File: config.mk
export PLATFORM = sky130hd
export DESIGN_NAME = traffic_light_monitor
export DESIGN_NICKNAME = d
export VERILOG_FILES = /design/src/rtl/traffic_light_monitor_pkg.sv /design/src/rtl/traffic_light_monitor_phase_tracker.sv /design/src/rtl/traffic_light_monitor.sv
export SDC_FILE = /design/constraint.sdc
export NUM_CORES = 1
export LEC_CHECK = 0
export CORE_UTILIZATION = 50
export DETAILED_ROUTE_END_ITERATION = 6
export PLACE_DENSITY = 0.82
export SYNTH_ARGS = -nofsm -noshare
export SYNTH_HDL_FRONTEND = slang
export SYNTH_SLANG_ARGS = --single-unit
export TNS_END_PERCENT = 50
File: constraint.sdc
create_clock -name clk -period 3 [get_ports clk]
set_input_delay 0.75 -clock clk [delete_from_list [all_inputs] [get_ports clk]]
set_output_delay 0.75 -clock clk [all_outputs]
set_load 0.01 [all_outputs]
File: src/rtl/traffic_light_monitor_pkg.sv
// Shared colour encodings, tracker states and fault codes for the traffic light monitor.
package traffic_light_monitor_pkg;

  localparam logic [2:0] LIGHT_R = 3'b100;
  localparam logic [2:0] LIGHT_Y = 3'b010;
  localparam logic [2:0] LIGHT_G = 3'b001;

  typedef enum logic [1:0] {
    ST_INIT   = 2'd0,
    ST_RED    = 2'd1,
    ST_GREEN  = 2'd2,
    ST_YELLOW = 2'd3
  } trk_state_t;

  typedef enum logic [2:0] {
    FC_NONE     = 3'd0,
    FC_ENC      = 3'd1,
    FC_CONFLICT = 3'd2,
    FC_TRANS    = 3'd3,
    FC_G_SHORT  = 3'd4,
    FC_G_LONG   = 3'd5,
    FC_Y_WRONG  = 3'd6
  } fault_code_t;

  // ST_INIT doubles as "not a legal lamp pattern".
  function automatic trk_state_t decode_light(input logic [2:0] light);
    case (light)
      LIGHT_R: decode_light = ST_RED;
      LIGHT_Y: decode_light = ST_YELLOW;
      LIGHT_G: decode_light = ST_GREEN;
      default: decode_light = ST_INIT;
    endcase
  endfunction

endpackage

File: src/rtl/traffic_light_monitor_phase_tracker.sv
// Per-direction colour tracker: decode, transition check and (with TL_MON_DURATION_EN) phase timing.
module tl_phase_tracker
  import traffic_light_monitor_pkg::*;
`ifdef TL_MON_DURATION_EN
#(
  parameter int GREEN_MIN   = 5,
  parameter int GREEN_MAX   = 30,
  parameter int YELLOW_TIME = 3,
  parameter int CNT_W       = 8
)
`endif
(
  input  logic       clk,
  input  logic       rst,
  input  logic [2:0] light,
  output logic       bad_enc,
  output logic       bad_trans,
  output logic       g_short,
  output logic       g_long,
  output logic       y_wrong,
  output logic       y_to_r
);

  trk_state_t state, state_nxt, colour;
  logic       valid, changed, legal;

  always_comb begin
    colour    = decode_light(light);
    valid     = (colour != ST_INIT);
    state_nxt = valid ? colour : state;
    changed   = valid && (state != ST_INIT) && (colour != state);
    legal     = (state == ST_RED    && colour == ST_GREEN)  ||
                (state == ST_GREEN  && colour == ST_YELLOW) ||
                (state == ST_YELLOW && colour == ST_RED);
    bad_enc   = !valid;
    bad_trans = changed && !legal;
    y_to_r    = changed && (state == ST_YELLOW) && (colour == ST_RED);
  end

  always_ff @(posedge clk) begin
    if (rst) state <= ST_INIT;
    else     state <= state_nxt;
  end

`ifdef TL_MON_DURATION_EN
  logic [CNT_W-1:0] cnt;
  logic             timed;  // low during the baseline phase, whose length is unknown

  always_ff @(posedge clk) begin
    if (rst) begin
      cnt   <= '0;
      timed <= 1'b0;
    end else if (valid) begin
      if (state == ST_INIT) begin
        cnt   <= CNT_W'(1);
        timed <= 1'b0;
      end else if (changed) begin
        cnt   <= CNT_W'(1);
        timed <= 1'b1;
      end else if (cnt != '1) begin
        cnt <= cnt + CNT_W'(1);
      end
    end
  end

  always_comb begin
    g_short = timed && changed && (state == ST_GREEN)  && (cnt <  CNT_W'(GREEN_MIN));
    y_wrong = timed && changed && (state == ST_YELLOW) && (cnt != CNT_W'(YELLOW_TIME));
    g_long  = timed && (state == ST_GREEN) && (colour == ST_GREEN) &&
              (cnt == CNT_W'(GREEN_MAX));
  end
`else
  always_comb begin
    g_short = 1'b0;
    g_long  = 1'b0;
    y_wrong = 1'b0;
  end
`endif

endmodule

File: src/rtl/traffic_light_monitor.sv
// Passive checker for the two-direction traffic light controller outputs.
// Phase-duration checks (codes 4/5/6) are built only when TL_MON_DURATION_EN is defined.
module traffic_light_monitor
  import traffic_light_monitor_pkg::*;
#(
`ifdef TL_MON_DURATION_EN
  parameter int GREEN_MIN   = 5,
  parameter int GREEN_MAX   = 30,
  parameter int YELLOW_TIME = 3,
`endif
  parameter int CNT_W       = 8
)(
  input  logic             clk,
  input  logic             rst,
  input  logic [2:0]       light_A,
  input  logic [2:0]       light_B,
  output logic             fault,
  output logic [2:0]       fault_code,
  output logic             fault_dir,
  output logic [CNT_W-1:0] cycle_count
);

  logic a_enc, a_trans, a_gs, a_gl, a_yw, a_y2r;
  logic b_enc, b_trans, b_gs, b_gl, b_yw, b_y2r;
  logic conflict;
  fault_code_t code_nxt, code_q;
  logic        dir_nxt, dir_q;

`ifdef TL_MON_DURATION_EN
  tl_phase_tracker #(.GREEN_MIN(GREEN_MIN), .GREEN_MAX(GREEN_MAX),
                     .YELLOW_TIME(YELLOW_TIME), .CNT_W(CNT_W)) u_trk_a (
`else
  tl_phase_tracker u_trk_a (
`endif
    .clk(clk), .rst(rst), .light(light_A),
    .bad_enc(a_enc), .bad_trans(a_trans), .g_short(a_gs),
    .g_long(a_gl), .y_wrong(a_yw), .y_to_r(a_y2r)
  );

`ifdef TL_MON_DURATION_EN
  tl_phase_tracker #(.GREEN_MIN(GREEN_MIN), .GREEN_MAX(GREEN_MAX),
                     .YELLOW_TIME(YELLOW_TIME), .CNT_W(CNT_W)) u_trk_b (
`else
  tl_phase_tracker u_trk_b (
`endif
    .clk(clk), .rst(rst), .light(light_B),
    .bad_enc(b_enc), .bad_trans(b_trans), .g_short(b_gs),
    .g_long(b_gl), .y_wrong(b_yw), .y_to_r(b_y2r)
  );

  // Lowest code wins; within a code, A is checked before B.
  always_comb begin
    conflict = (light_A != LIGHT_R) && (light_B != LIGHT_R);
    code_nxt = FC_NONE;
    dir_nxt  = 1'b0;
    if      (a_enc)   code_nxt = FC_ENC;
    else if (b_enc)   begin code_nxt = FC_ENC;     dir_nxt = 1'b1; end
    else if (conflict) code_nxt = FC_CONFLICT;
    else if (a_trans) code_nxt = FC_TRANS;
    else if (b_trans) begin code_nxt = FC_TRANS;   dir_nxt = 1'b1; end
    else if (a_gs)    code_nxt = FC_G_SHORT;
    else if (b_gs)    begin code_nxt = FC_G_SHORT; dir_nxt = 1'b1; end
    else if (a_gl)    code_nxt = FC_G_LONG;
    else if (b_gl)    begin code_nxt = FC_G_LONG;  dir_nxt = 1'b1; end
    else if (a_yw)    code_nxt = FC_Y_WRONG;
    else if (b_yw)    begin code_nxt = FC_Y_WRONG; dir_nxt = 1'b1; end
  end

  always_ff @(posedge clk) begin
    if (rst) begin
      fault       <= 1'b0;
      code_q      <= FC_NONE;
      dir_q       <= 1'b0;
      cycle_count <= '0;
    end else begin
      if (!fault && code_nxt != FC_NONE) begin
        fault  <= 1'b1;
        code_q <= code_nxt;
        dir_q  <= dir_nxt;
      end
      if (a_y2r) cycle_count <= cycle_count + CNT_W'(1);
    end
  end

  assign fault_code = code_q;
  assign fault_dir  = dir_q;

  // b_y2r is part of the tracker interface but only A cycles are counted.
  logic unused_b_y2r;
  assign unused_b_y2r = b_y2r;

endmodule

==> results of run 1 <==
-- logic make-up after synthesis --
kind of cell,share of synthesized area (%)
buf+inv,6.410
xor+xnor,8.595
compound gates,19.65
other cells,0.4089
fa+ha+maj,1.364
mux,1.091
simple gates,27.56
flops,34.93
-- sequential cells by signal, summed over array words and instances (netlist names) --
register / cells
cycle_count: 8
fault_dir: 1
u_trk_b.state: 2
u_trk_a.state: 2
fault: 1
fault_code: 2
-- final cells by class --
class | instances | share of cell area [%]
inverter | 4 | 1.319
clock buffer | 4 | 3.187
timing repair buffer | 20 | 17.36
tap | 25 | 2.747
multi-input combinational | 83 | 47.25
sequential | 16 | 28.13
-- power groups by stage --
| stage | clock [uW] | sequential, uW | combinational, uW |
|---|---|---|---|
| floorplan | 0 | 233 | 45.7 |
| global placement | 0 | 232 | 67.4 |
| detailed placement | 0 | 233 | 69.0 |
| CTS | 147 | 228 | 69.0 |
| global route | 158 | 229 | 77.0 |
| finish | 142 | 228 | 69.3 |
-- path summary, 6_finish.rpt --
| kind | from | to | cells past startpoint |
|---|---|---|---|
| setup / recovery | light_A[1] | fault_dir | 6 |
| hold / removal | fault_code[0] | fault_code[0] | 2 |
| setup reg to reg | u_trk_a.state[1] | fault_dir | 5 |
| hold reg to reg | fault_code[0] | fault_code[0] | 2 |
-- routing by layer --
| layer | GRT usage, % | vias to the layer above | part of all wire [%] |
|---|---|---|---|
| met5 | 0 | - | 0 |
| met2 | 28.82 | 19 | 43 |
| met3 | 4.800 | 2 | 3.0 |
| li1 | - | 425 | - |
| met1 | 26.91 | 370 | 53 |
| met4 | 7.273 | 0 | 0.69 |
-- cell usage after synthesis, drive strengths merged, types with 3 or more instances --
cell type  instances  area share [%]
a211oi             4             3.3
a21oi              6             3.3
buf                4             3.4
clkbuf             3             1.4
dfxtp             16              35
inv                4             1.6
nand2              6             2.5
nand3              3             1.6
nor2              16             6.5
nor3               4             2.7
nor3b              3             3.0
o21ai              5             2.7
xor2               7             6.7
-- stage by stage --
step	worst slack, ps	instance area, sq um	std cells	total power, uW	utilization [%]
floorplan	945.3	917.1	110	278.4	-
global placement	357.7	1102	148	299.4	63.84
detailed placement	305.8	1102	148	301.5	63.84
CTS	616.0	1139	152	443.3	65.94
global route	345.5	1139	152	463.6	65.94
finish	609.7	1139	152	438.4	65.94
-- worst max-delay path, cell delays in order --
cell and delay, ps:
clkdlybuf4s50_1 640, or3b_2 470, a21oi_1 190, nor2_1 120, a41oi_1 250, mux2i_1 190
==> out/results.ini, run 1 <==
[outcome]
outcome = finished clean

[clock_network]
numCtsBuffers = 3
cts_setup_buffers = 0
clk_latency_ps = 290
htreeDepth = 1
cts_resized = 0
ctsHoldBuffers = 0
cts.sinks = 16
cts_root_buffer = clkbuf_4
path_clk_slew_ps = 100
clockBufferDepth = 2
cts_tree = yes

[synth]
synth_edf_count = 0
synth_cells = 110
synth_nets = 119
async_flop_share_pct = 0
synth_area_per_cell_sq_um = 8.338
yosysUniqueCellTypes = 42
synth_seq_area_share_pct = 34.92
synth-seq-cells = 16
syn_area_sq_um = 917.1
ys_warn_count = 0
synth_ff_type = dfxtp_1

[grt]
antenna_found_initial = 0
grt_max_degree = 13
grt_overflow = 0
grt_usage_pct = 19.33
grt_pass1_vias = 690
grt_pass1_wl_microns = 2849

[setup_path]
cp_max_fo = 10
endpoint_kind = flip-flop
cp.arrival_ps = 2620
crit_required_ps = 3230
r2r_setup_slack_ps = 1370
path_class = input pin to flip-flop
worstSetupStartpointType = input pin

[sta]
period_share_pct = 79.68
drv_slew = 0
final.setup_skew_ps = 8.543
period_needed_ps = 2390
setup_viol = 0
finalSetupTns_ps = 0
rsz0062_at_grt = false
final_hold_viol_count = 0
max_freq_ghz = 0.4184
whs_ps = 475.3

[die]
ios = 21
start_util_pct = 53.12
dieArea_sq_um = 2010
core_sq_um = 1727
dieWidth_microns = 44.83
die_h_microns = 44.83
core.rowCount = 15

[placement]
finalWeightedCongestion = 0.7260
hpwlAfterDp_microns = 1326
port_buffers = 19

[pwr]
p_comb_share_pct = 15.8
p_leak_uw = 0.0004200
p_switching_uw = 109.9
sequentialPowerShare_pct = 51.9
p_int_uw = 328.5
p_per_area_nw_per_um2 = 385.0
p_clk_share_pct = 32.3
peakVddDrop_mv = 0.2355
sw_frac_of_total_pct = 25.08

[finish]
final_common_cell = clkdlybuf4s50_1
syn_to_final_growth_pct = 24.15
seq_area_sq_um = 320.3
layout_common_cells = clkdlybuf4s50_1, nor2_1, dfxtp_1
layout-drive-gt1-share_pct = 8.661
num-fill-cells = 159
finish.net_count = 137
multi_input_area_sq_um = 538.0
num_antenna_cells = 0

[route]
drc = 0
drtAntennaViolNets = 0
first_pass_iters = 4
drtIter0Drc = 15
vias = 816
wl_per_cell_microns = 11.43
routed_wl_microns = 1738
vias_per_cell = 5.368

[flow_run]
maxCapViolations = 0

[min_path]
hp-class = flip-flop to flip-flop

(Power assumes the default switching activity.)
==> run 2, diff against run 1 <==
--- a/config.mk
+++ b/config.mk
@@ -5,9 +5,9 @@
 export SDC_FILE = /design/constraint.sdc
 export NUM_CORES = 1
 export LEC_CHECK = 0
-export CORE_UTILIZATION = 50
+export CORE_UTILIZATION = 43
 export DETAILED_ROUTE_END_ITERATION = 6
-export PLACE_DENSITY = 0.82
+export PLACE_DENSITY = 0.75
 export SYNTH_ARGS = -nofsm -noshare
 export SYNTH_HDL_FRONTEND = slang
 export SYNTH_SLANG_ARGS = --single-unit
==> constraint.sdc (replaced) <==
create_clock -name clk -period 2 [get_ports clk]
set_input_delay 0.5 -clock clk [delete_from_list [all_inputs] [get_ports clk]]
set_output_delay 0.5 -clock clk [all_outputs]
set_load 0.01 [all_outputs]
==> out/results.ini, run 2 (synthesis results as in run 1) <==
[outcome]
outcome = finished clean

[route]
drtIter0Drc = 6
vias = 882
routed_wl_microns = 1999
drc = 0
drtAntennaViolNets = 0
first_pass_iters = 3
wl_per_cell_microns = 11.69
vias_per_cell = 5.158

[clock_network]
cts.sinks = 16
numCtsBuffers = 3
cts_root_buffer = clkbuf_4
clk_latency_ps = 290
htreeDepth = 1
path_clk_slew_ps = 90
cts_tree = yes
clockBufferDepth = 2

[finish]
num_antenna_cells = 0
finish.net_count = 154
final_common_cell = buf_4
top_register = cycle_count
layout_common_cells = buf_4, dfxtp_1, nor2_1
layout-drive-gt1-share_pct = 21.53
largest_reg_flops = 8
num-fill-cells = 174
syn_to_final_growth_pct = 41.88

[grt]
grt_pass1_vias = 757
grt_overflow = 0
grt_max_degree = 10
grt_pass1_wl_microns = 3187
antenna_found_initial = 0
grt_usage_pct = 19.45

[pwr]
p_per_area_nw_per_um2 = 529.6
p_clk_share_pct = 31.2
sw_frac_of_total_pct = 25.60
p_comb_share_pct = 19.1
p_leak_uw = 0.0005489
p_int_uw = 512.8
peakVddDrop_mv = 0.5238
p_switching_uw = 176.4
sequentialPowerShare_pct = 49.7

[placement]
hpwlAfterDp_microns = 1543
finalWeightedCongestion = 0.7554
port_buffers = 19

[sta]
final.setup_skew_ps = 4.939
rsz0062_at_grt = false
final_hold_viol_count = 0
whs_ps = 486.1
period_needed_ps = 1848
finalSetupTns_ps = 0
drv_slew = 0
setup_viol = 0
max_freq_ghz = 0.5410
period_share_pct = 92.42

[setup_path]
path_class = input pin to flip-flop
endpoint_kind = flip-flop
worstSetupStartpointType = input pin
cp.arrival_ps = 2050
r2r-end = fault_code[0]
r2r_start = u_trk_a.state[1]
crit_required_ps = 2210
cp_max_fo = 7
r2r_setup_slack_ps = 280
reg2regPathDepth = 5

[die]
start_util_pct = 46.28
core.rowCount = 16
ios = 21
dieWidth_microns = 48.18
die_h_microns = 48.18
dieArea_sq_um = 2321
core_sq_um = 1982

[min_path]
hp-class = flip-flop to flip-flop
whs_path_depth = 2
min-delay-start = fault_code[0]
hold_end = fault_code[0]

[flow_run]
maxCapViolations = 0

[run 2: cell types whose count changed in the layout (fill, tap and decap cells not counted), moves of 2 or more]
cell             before  now
dlygate4sd2_1         0    2
buf_4                 1   18
dlymetal6s2s_1        0    4
clkdlybuf4s50_1      19   13
nor2_1               16   14
[run 2: final cells by class]
| class | instances | area (sq um) | share of cell area [%] |
|---|---|---|---|
| multi-input combinational | 83 | 563.0 | 43.27 |
| timing repair buffer | 37 | 332.8 | 25.58 |
| sequential | 16 | 320.3 | 24.62 |
| clock buffer | 4 | 36.28 | 2.788 |
| tap | 27 | 33.78 | 2.596 |
| inverter | 4 | 15.01 | 1.154 |
[run 2: critical path, cell delays in order]
cell and delay [ps]:
dlygate4sd2_1 300, or3b_2 460, a21oi_1 260, nor2_2 110
a31o_1 220, a221oi_2 200
[run 2: repair_timing]
| item | CTS | global route |
|---|---|---|
| setup endpoints to repair | 2 | 5 |
| gates resized for setup | 4 | 8 |
| hold endpoints to repair | 0 | 0 |
| hold buffers | 0 | 0 |
| buffers inserted | 0 | 1 |
| pin swaps | 0 | 1 |
[run 2: worst max-delay path by stage]
stage / endpoint / startpoint / slack, ps / cells past startpoint
final: fault_code[0] / light_A[0] / 150 / 6
after global routing: fault_code[0] / light_A[0] / 60 / 6
after CTS: fault_code[0] / light_A[2] / 8 / 6
after detailed placement: fault_dir / light_A[0] / -330 / 6
after global placement: fault_dir / light_A[1] / -280 / 6
after floorplan: fault_dir / light_A[1] / 200 / 6
[run 2: power by group through the flow]
stage / registers (uW) / clock network [uW] / logic (uW)
6_report: 343 / 215 / 131
5_1_grt: 344 / 238 / 146
4_1_cts: 342 / 225 / 128
3_5_place_dp: 349 / 0 / 128
3_3_place_gp: 348 / 0 / 124
2_1_floorplan: 349 / 0 / 68.5
[run 2: per-stage QoR]
stage / util [%] / cell area (sq um) / power, uW / setup WS (ps) / cells
after detailed placement: 61.81 / 1225 / 476.6 / -326.0 / 166
after global routing: 65.66 / 1301 / 727.8 / 63.31 / 171
after floorplan: - / 917.1 / 417.5 / 195.3 / 110
final: 65.66 / 1301 / 689.2 / 151.5 / 171
after global placement: 61.81 / 1225 / 472.1 / -277.2 / 166
after CTS: 64.02 / 1269 / 694.5 / 7.708 / 170
[run 2: routing by layer]
layer	GRT usage [%]	part of all wire, %	routed length, microns
met3	7.778	3.2	63
met5	0	0	0
met2	31.20	50	1005
met4	1.667	0	0
met1	25.56	47	930
==> run 3, diff against run 2 <==
--- a/config.mk
+++ b/config.mk
@@ -7,7 +7,7 @@
 export LEC_CHECK = 0
 export CORE_UTILIZATION = 43
 export DETAILED_ROUTE_END_ITERATION = 6
-export PLACE_DENSITY = 0.75
+export PLACE_DENSITY = 0.73
 export SYNTH_ARGS = -nofsm -noshare
 export SYNTH_HDL_FRONTEND = slang
 export SYNTH_SLANG_ARGS = --single-unit
==> out/results.ini, run 3 (synthesis results as in run 1) <==
[grt]
grt_pass1_vias = 685
grt_usage_pct = 17.29
antenna_found_initial = 0
grt_pass1_wl_microns = 2801
grt_max_degree = 11
grt_overflow = 0

[die]
dieWidth_microns = 48.18
dieArea_sq_um = 2321
start_util_pct = 46.28
ios = 21
die_h_microns = 48.18
core.rowCount = 16
core_sq_um = 1982

[finish]
final_common_cell = dfxtp_1
largest_reg_flops = 8
top_register = cycle_count
num_antenna_cells = 0
syn_to_final_growth_pct = 40.38
finish.net_count = 150
layout_common_cells = dfxtp_1, nor2_1, buf_4
layout-drive-gt1-share_pct = 20.71

[setup_path]
crit_required_ps = 1500
cp.arrival_ps = 1360
crit_family = buffers and inverters
endpoint_kind = primary output
r2r_start = u_trk_a.state[1]
slowest_delay_ps = 590
r2r_setup_slack_ps = 370
path_class = flip-flop to primary output
cp_max_fo = 6
path_cells = clkdlybuf4s50_1
reg2regPathDepth = 5
worstSetupStartpointType = flip-flop
critPathBufInv = 1
r2r-end = fault_code[0]
cpMaxStageDelayCell = clkdlybuf4s50_1

[clock_network]
clockBufferDepth = 2
cts_tree = yes
cts.sinks = 16
cts_setup_buffers = 0
clk_latency_ps = 290
ctsHoldBuffers = 0
htreeDepth = 1
numCtsBuffers = 3
path_clk_slew_ps = 90
cts_root_buffer = clkbuf_4

[sta]
drv_slew = 0
period_needed_ps = 1864
final_hold_viol_count = 0
finalSetupTns_ps = 0
rsz0062_at_grt = false
period_share_pct = 93.18
whs_ps = 469.6
max_freq_ghz = 0.5366
setup_viol = 0
final.setup_skew_ps = 2.542

[pwr]
total_power_uw = 685.6
peakVddDrop_mv = 0.3460
p_per_area_nw_per_um2 = 532.5
p_leak_uw = 0.0005483

[route]
drc = 0
first_pass_iters = 4
drtIter0Drc = 12
vias_per_cell = 5.210
vias = 870
wl_per_cell_microns = 11.75
routed_wl_microns = 1963
drtAntennaViolNets = 0

[min_path]
whs_path_depth = 2
min-delay-start = fault_dir
hp-class = flip-flop to flip-flop
hold_end = fault_dir

[placement]
port_buffers = 19
hpwlAfterDp_microns = 1461
finalWeightedCongestion = 0.8135

[outcome]
outcome = finished clean

[flow_run]
maxCapViolations = 0

run 3: routing by layer:
metal  track usage, %  wire length [microns]
met5                0                      0
met3            2.222                     43
met4            6.667                     31
met1            21.65                    932
met2            29.87                    955
run 3: final cells by class:
| cell class | instances | area [sq um] |
|---|---|---|
| fillers | 181 | 694.4 |
| inverters | 4 | 15.01 |
| flip-flops and latches | 16 | 320.3 |
| clock buffers | 4 | 36.28 |
| repair buffers | 33 | 310.3 |
| well taps | 27 | 33.78 |
| multi-input cells | 83 | 571.8 |
run 3: worst max path at each step:
| stage | startpoint | to | cells after the start |
|---|---|---|---|
| 6_report | fault | fault | 1 |
| 5_1_grt | fault | fault | 1 |
| 4_1_cts | light_A[1] | fault_code[0] | 6 |
| 3_5_place_dp | light_A[1] | fault_dir | 6 |
| 3_3_place_gp | light_A[1] | fault_dir | 6 |
| 2_1_floorplan | light_A[1] | fault_dir | 6 |
run 3: stage by stage:
stage	std cells	cell area [sq um]	util (%)	setup WS (ps)
6_report	167	1287	64.96	136.4
3_3_place_gp	163	1202	60.67	-272.6
3_5_place_dp	163	1202	60.67	-322.1
4_1_cts	167	1246	62.88	6.792
5_1_grt	167	1287	64.96	62.42
2_1_floorplan	110	917.1	-	195.3
run 3: power by group:
part	switching, uW	total, uW	internal [uW]
combinational	58.7	126	67.4
clock	105	216	111
sequential	13.6	344	330
run 3: timing repair:
action / CTS / global route
resized for setup: 1 / 13
setup endpoints to repair: 1 / 4
pin swaps: 0 / 3
